===== src/rtl/wide_lut_ram_pkg.sv =====
// Shared constants and chunk-layout helpers for the wide LUT RAM.
// Word layout: ceil(WIDTH/16) chunks packed into a power-of-two stride.
package wide_lut_ram_pkg;

  localparam int CHUNK_W = 16;
  localparam int ADDR_W  = 16;
  localparam int DATA_W  = 16;

  function automatic int n_chunks(input int width);
    return (width + CHUNK_W - 1) / CHUNK_W;
  endfunction

  function automatic int chunk_stride(input int width);
    int s;
    s = 1;
    while (s < n_chunks(width)) s = s * 2;
    return s;
  endfunction

endpackage


===== src/rtl/dual_port_lut_mem.sv =====
// Word memory with a prioritised user write port and a bus commit port.
// User read is registered read-first; the bus read is combinational.
module dual_port_lut_mem #(
  parameter int WIDTH = 16,
  parameter int DEPTH = 8,
  parameter int AW    = 3
) (
  input  logic             clk,
  input  logic             rst,
  input  logic [AW-1:0]    u_addr,
  input  logic [WIDTH-1:0] u_din,
  input  logic             u_we,
  output logic [WIDTH-1:0] u_dout,
  input  logic [AW-1:0]    b_addr,
  input  logic [WIDTH-1:0] b_din,
  input  logic             b_we,
  output logic [WIDTH-1:0] b_dout
);

  logic [WIDTH-1:0] mem [DEPTH];
  logic [WIDTH-1:0] dout_d;
  logic [WIDTH-1:0] dout_q;
  logic             b_win;

  always_comb begin
    dout_d = mem[u_addr];
    b_win  = b_we && !(u_we && (u_addr == b_addr));
  end

  always_ff @(posedge clk) begin
    if (b_win) mem[b_addr] <= b_din;
    if (u_we) mem[u_addr] <= u_din;
  end

  always_ff @(posedge clk) begin
    if (rst) dout_q <= '0;
    else     dout_q <= dout_d;
  end

  assign u_dout = dout_q;
  assign b_dout = mem[b_addr];

endmodule


===== src/rtl/wide_lut_ram.sv =====
// Bus-attached wide LUT RAM: chunked bus access with staged atomic
// commits and snapshot reads, plus a direct user port.
module wide_lut_ram
  import wide_lut_ram_pkg::*;
#(
  parameter int WIDTH      = 16,
  parameter int DEPTH      = 8,
  parameter int BASE_ADDR  = 0,
  parameter int BUS_WRITE  = 1,
  parameter int USER_WRITE = 1,
  localparam int AW = (DEPTH > 1) ? $clog2(DEPTH) : 1
) (
  input  logic              clk,
  input  logic              rst,
  input  logic [ADDR_W-1:0] addr_i,
  input  logic [DATA_W-1:0] wdata_i,
  input  logic [DATA_W-1:0] rdata_i,
  input  logic              rw_i,
  input  logic              valid_i,
  output logic [ADDR_W-1:0] addr_o,
  output logic [DATA_W-1:0] wdata_o,
  output logic [DATA_W-1:0] rdata_o,
  output logic              rw_o,
  output logic              valid_o,
  input  logic [AW-1:0]     user_addr,
  input  logic [WIDTH-1:0]  user_din,
  input  logic              user_we,
  output logic [WIDTH-1:0]  user_dout
);

  localparam int N      = n_chunks(WIDTH);
  localparam int STRIDE = chunk_stride(WIDTH);
  localparam int SW     = $clog2(STRIDE);
  localparam int CW     = (SW > 0) ? SW : 1;
  localparam int SPAN   = DEPTH * STRIDE;
  localparam int PW     = N * CHUNK_W;
  localparam int SN     = (N > 1) ? N - 1 : 1;

  logic [ADDR_W-1:0]    addr_d, addr_q;
  logic [DATA_W-1:0]    wdata_d, wdata_q;
  logic [DATA_W-1:0]    rdata_d, rdata_q;
  logic                 rw_d, rw_q;
  logic                 valid_d, valid_q;
  logic [SN*CHUNK_W-1:0] stg_d, stg_q;
  logic [PW-1:0]        snap_d, snap_q;

  logic [ADDR_W-1:0] offset;
  logic              in_range;
  logic [AW-1:0]     word;
  logic [CW-1:0]     chunk;
  logic [WIDTH-1:0]  rd_word;
  logic [PW-1:0]     rd_pad;
  logic [WIDTH-1:0]  b_din;
  logic              b_we;
  logic              u_we;

  always_comb begin
    offset   = addr_i - ADDR_W'(BASE_ADDR);
    in_range = valid_i && !rst
            && (int'(addr_i) >= BASE_ADDR)
            && (int'(addr_i) < BASE_ADDR + SPAN);
    word     = AW'(offset >> SW);
    chunk    = CW'(offset) & CW'(STRIDE - 1);
    rd_pad   = PW'(rd_word);
    u_we     = user_we && (USER_WRITE != 0);
    b_din    = (N == 1) ? WIDTH'(wdata_i)
                        : WIDTH'({wdata_i, stg_q});
  end

  always_comb begin
    addr_d  = addr_i;
    wdata_d = wdata_i;
    rdata_d = rdata_i;
    rw_d    = rw_i;
    valid_d = valid_i;
    stg_d   = stg_q;
    snap_d  = snap_q;
    b_we    = 1'b0;
    if (in_range && !rw_i) begin
      if (chunk == '0) begin
        rdata_d = rd_pad[CHUNK_W-1:0];
        snap_d  = rd_pad;
      end else if (int'(chunk) < N) begin
        rdata_d = snap_q[int'(chunk)*CHUNK_W +: CHUNK_W];
      end else begin
        rdata_d = '0;
      end
    end
    if (in_range && rw_i && (BUS_WRITE != 0)) begin
      if (int'(chunk) == N - 1)
        b_we = 1'b1;
      else if (int'(chunk) < N - 1)
        stg_d[int'(chunk)*CHUNK_W +: CHUNK_W] = wdata_i;
    end
  end

  always_ff @(posedge clk) begin
    if (rst) begin
      addr_q  <= '0;
      wdata_q <= '0;
      rdata_q <= '0;
      rw_q    <= 1'b0;
      valid_q <= 1'b0;
      stg_q   <= '0;
      snap_q  <= '0;
    end else begin
      addr_q  <= addr_d;
      wdata_q <= wdata_d;
      rdata_q <= rdata_d;
      rw_q    <= rw_d;
      valid_q <= valid_d;
      stg_q   <= stg_d;
      snap_q  <= snap_d;
    end
  end

  dual_port_lut_mem #(
    .WIDTH (WIDTH),
    .DEPTH (DEPTH),
    .AW    (AW)
  ) u_mem (
    .clk    (clk),
    .rst    (rst),
    .u_addr (user_addr),
    .u_din  (user_din),
    .u_we   (u_we),
    .u_dout (user_dout),
    .b_addr (word),
    .b_din  (b_din),
    .b_we   (b_we),
    .b_dout (rd_word)
  );

  assign addr_o  = addr_q;
  assign wdata_o = wdata_q;
  assign rdata_o = rdata_q;
  assign rw_o    = rw_q;
  assign valid_o = valid_q;

endmodule


===== config.mk =====
export PLATFORM = sky130hd
export DESIGN_NAME = wide_lut_ram
export DESIGN_NICKNAME = d
export VERILOG_FILES = /design/src/rtl/wide_lut_ram_pkg.sv /design/src/rtl/dual_port_lut_mem.sv /design/src/rtl/wide_lut_ram.sv
export SDC_FILE = /design/constraint.sdc
export NUM_CORES = 1
export LEC_CHECK = 0
export CAP_MARGIN = 15
export CORE_UTILIZATION = 55
export DETAILED_ROUTE_END_ITERATION = 8
export PLACE_DENSITY = 0.87
export SETUP_SLACK_MARGIN = 0.5
export SLEW_MARGIN = 20
export SYNTH_ARGS = -nofsm -noshare
export SYNTH_HDL_FRONTEND = slang
export SYNTH_SLANG_ARGS = --single-unit

===== constraint.sdc =====
create_clock -name clk -period 3.76 [get_ports clk]
set_input_delay 0.376 -clock clk [delete_from_list [all_inputs] [get_ports clk]]
set_output_delay 0.376 -clock clk [all_outputs]
set_load 0.05 [all_outputs]

# ---- Word level (Yosys, flattened, before mapping)
# Memories as Yosys holds them, arrays and structs flattened. A register that Yosys moved wholly into a read port is not among the register bits.
# Cells that the tools add are included.
dict set report op_classes {
  n_lt_le_gt_ge 1
  eq_ne 1
  n_mux 6
  reduce_logical 9
}
# cell count
set op_table {}
lappend op_table {{$lt 16x4->1 const B} 1}
lappend op_table {{$mux 16} 1}
lappend op_table {{$logic_and 1x1->1} 6}
lappend op_table {{$mux 1} 5}
lappend op_table {{$eq 3x3->1} 1}
lappend op_table {{$logic_not 1->1} 3}
dict set report word_totals {
  reg_bits 50
  ramBits 128
  in_bits 72
  output_inout_bits 66
  wordCells 23
  mem_count 1
}
# name words word_bits read_ports rd_clocked_by_memory_dff write_ports line_no
set mem_list {}
lappend mem_list {u_mem.mem 8 16 2 1 2 dual_port_lut_mem.sv:20} ;# logic [WIDTH-1:0] mem [DEPTH];

# ---- Logic depth before layout (Yosys ltp)
dict set report logic_depth {
  depth_word 8
  depth_mapped 6
  depth_no_buf 4
}

# ---- Modules after synthesis
# From an unflattened synthesis, not the netlist that was laid out.
dict set report unflattened {
  cells_unflattened 738
  area_unflattened_um2 9834.4
}
# mod instances cells_each area_each_um2 seq_area_each_um2
set by_module_without_submodules {}
lappend by_module_without_submodules {dual_port_lut_mem 1 590 8136.6 4164.0}
lappend by_module_without_submodules {wide_lut_ram 1 148 1697.9 1001.0}

# ---- Worst setup path before layout
# Ideal clock, no wire load.
dict set report synth_path {
  path_kind {input -> register}
  start {in addr_i[13]}
  end {mem u_mem.mem[6][0] (enable)}
  setup_ps 411
  arrival_time_ps 2647
  t_required_ps 3349
  setup_slack_ps 702
  cell_stages 4
  path_buffers 0
  path_cell_list {or4_4 nor4_4 nand4b_1 o21ai_0}
}
# item line_no
set synth_rtl {}
lappend synth_rtl {{start: declaration} wide_lut_ram.sv:15} ;# input logic [ADDR_W-1:0] addr_i,
lappend synth_rtl {{end: declaration} dual_port_lut_mem.sv:20}

==> summary.md <==
| Metric | Value |
|---|---|
| Post-layout min period | ~2.8 ns |
| Compound-gate portion of the synthesized area | 2.498% |
| Hpwl dp | 15130 um |
| Commonest non-fill, non-tap cells in the layout | 133 x clkdlybuf4s50_1, 128 x mux2_2, 128 x edfxtp_1 |
| Clock Skew | between 0.007 and 0.008 ns |
| Nets | between 700 and 800 |
| Netlist cell types | 33 |
| Area grow syn2layout | 25.02% |
| Antenna diode count | 0 |
| Crit Path Class | in -> reg |
| Share of layout cells above drive strength 1 | a little under two fifths |
| CP cell instances | clkdlybuf4s50_1 > or4_4 > nor4_4 > nand4_1 > o21ai_2 > buf_4 |
| Post-placement cell count | a little over 900 |
| Post-Syn Area | between 9000 and 10000 um^2 |
| Post-CTS Setup Inserts | 0 |
| Hold Violations, Final | 0 |
| Final Power | between 4 and 5 mW |
| Pleak | about 4.0 nW |
| CTS root buffer | clkbuf_16 |
| Final setup vio count | 0 |
| Max_slew headroom | 54.05% |
| Die Span Y | ~130 um |
| FMAX | 360.0 MHz |
| Initial core utilization | a little under three fifths |
| Post-Syn Nets | 636 |
| Row cnt | 47 |
| Comb pwr share | around 15% |
| Global-route wire length before repair | 34850 um |
| Delay-heaviest family, CP | simple AND/OR/NAND/NOR gates |
| VDD IR max | around 0.00034 V |
| Final wirelength | between 20000 and 25000 um |
| Outcome | finished clean |
| DRT Pass-1 Iters | 5 |
| WP buf/inv | 2 |
| Max cap viols | 0 |
| Simple-Gate Fraction of Synth Area | 5.049% |
| Dpl ws | around 0.64 ns |
| Initial antenna violation count | 0 |
| CTS H-tree lvls | 4 |
| Nature of the critical path endpoint | register |
| Largest family of logic cells by synthesized area | multiplexers |
| Largest net degree at the start of global routing | around 50 |
| Number of port buffers | between 100 and 150 |
| Tcrit/Tclk final | about three quarters |
| Mux contribution to synthesized area | roughly 34% |
| Fillers | approximately 1100 |
| Grt ovf | 0 |
| Yosys reg bits | ~190 |
| Via density | 6.231 |
| Ys Warns | 0 |
| Worst-skew pair later-pin latency | between 0.4 and 0.5 ns |
| Initial DRC count | approximately 470 |
| Antenna-violating nets left | 0 |
| Commonest non-fill, non-tap cell in the layout | clkdlybuf4s50_1 |
| Sequential-to-total area share from yosys stat | about 56% |
| WL per Instance | approximately 24 um |
| CTS tree | done |
| Routability cong. | 0.8365 |
| WP data arrival | 2.93 ns |
| Die ar. | approximately 17000 um^2 |
| IO Pins | between 100 and 150 |
| CP max-delay cell | or4_4 |
| DR vias | ~5900 |
| Setup WS post-layout | around 0.98 ns |
| Avg Cell Area, Syn | 16.43 um^2 |
| CTS Buf Count | 17 |
| Internal | 3.701 mW |
| Clock Power Share | a little over a third |
| Final cell count without fillers | 950 |
| Fin. max-slew vios | 0 |
| Total GRT Usage | between 20% and 30% |
| # DRC | 0 |
| Synth Instances | roughly 560 |
| RSZ-0062 raised after global routing | false |
| Setup TNS Final | 0 ns |
| Die Wd | around 130 um |
| Post-DP Area | around 11000 um^2 |
| Post-CTS resize count | 0 |
| Worst setup SP type | input pin |
| Final Instance Area | approximately 12000 um^2 |
| Cts hold-fix bufs | 0 |
| Critical path's largest stage delay | about 0.56 ns |
| Crit-path max FO | 7 |
| Hold WS | 0.1204 ns |
| Core area | 16520 um^2 |
| Clk sinks | between 150 and 200 |
| Pwr Density | 427.5 nW/um^2 |
| Reg clk slew, reported paths | 0.07 ns |
| Post-layout util | a little over two thirds |
| Switching Share | between 20% and 30% |
| HP Class | in -> reg |
| Vias in the first global route | 6329 |
| Post-Synth XOR/XNOR Area | less than 1% |
| Clock Path Buffers | 2 |
| Psw | between 1 and 1.5 mW |
| CP required | 3.91 ns |
| Adder-Cell Fraction of Synth Area | 0% |
| Worst slew pin tran | ~0.68 ns |
| Part of the power in registers | between 40% and 50% |
==> cell families after synthesis <==
family / after synthesis
mux: 223
compound gates: 29
xor+xnor: 1
flops: 194
buf+inv: 41
simple gates: 76
==> layer usage <==
metal / GRT usage, % / part of all wire, % / wire length (um) / vias up
li1: - / - / - / 2543
met1: 30.97 / 37 / 8219 / 3015
met2: 47.85 / 53 / 11860 / 293
met3: 6.805 / 6.7 / 1504 / 68
met4: 13.57 / 3.8 / 850 / 0
met5: 0 / 0 / 0 / -
==> sequential cells by signal, summed over array words and instances (netlist names) <==
register	flops
rdata_o	16
wdata_o	16
u_mem.u_dout	16
u_mem.mem	128
valid_o	1
rw_o	1
addr_o	16
==> power groups by stage <==
stage	clock [mW]	combinational, mW	sequential [mW]
after floorplan	0	0.317	2.59
after global placement	0	0.729	2.44
after detailed placement	0	0.745	2.45
after CTS	1.82	0.751	2.40
after global routing	1.90	0.787	2.41
final	1.80	0.750	2.40
==> final timing paths <==
path	to	startpoint	depth (start not counted)	slack, ns
worst max-delay path	u_mem.mem[7][1]	addr_i[13]	6	0.98
worst min-delay path	valid_o	rst	2	0.12
worst max register to register	rdata_o[14]	u_mem.mem[3][14]	4	2.28
worst min register to register	u_mem.u_dout[7]	u_mem.mem[0][7]	3	0.73
==> cells in the mapped netlist (all sizes together) <==
| master | number | area [um^2] |
|---|---|---|
| a31oi | 1 | 12.51 |
| mux4 | 64 | 1441 |
| or4 | 2 | 18.77 |
| nor2 | 21 | 78.83 |
| o2bb2ai | 16 | 140.1 |
| dfxtp | 66 | 1321 |
| nand4b | 1 | 8.760 |
| edfxtp | 128 | 3844 |
| mux2 | 128 | 1441 |
| inv | 3 | 11.26 |
| o31ai | 1 | 7.510 |
| nand3 | 5 | 30.03 |
| nor2b | 35 | 219.0 |
| nor4 | 1 | 21.27 |
| nand2 | 2 | 7.510 |
| buf | 23 | 133.9 |
| nand4 | 2 | 12.51 |
| o311ai | 1 | 8.760 |
| and2 | 4 | 25.02 |
| nor3 | 1 | 10.01 |
| o21bai | 4 | 30.03 |
| o211ai | 1 | 7.510 |
| xnor2 | 1 | 8.760 |
| nor3b | 1 | 12.51 |
| o21ai | 5 | 25.02 |
| clkbuf | 15 | 56.30 |
| nor4b | 1 | 23.77 |
| mux2i | 31 | 310.3 |
==> final cells by class <==
type	instances	area, um^2	share of cell area (%)
clock buffers	17	425.4	3.672
clock inverters	15	158.9	1.371
inverters	3	11.26	0.09719
multi-input cells	329	3936	33.97
flip-flops and latches	194	5165	44.58
well taps	220	275.3	2.376
repair buffers	172	1614	13.93
(Power assumes the default switching activity.)
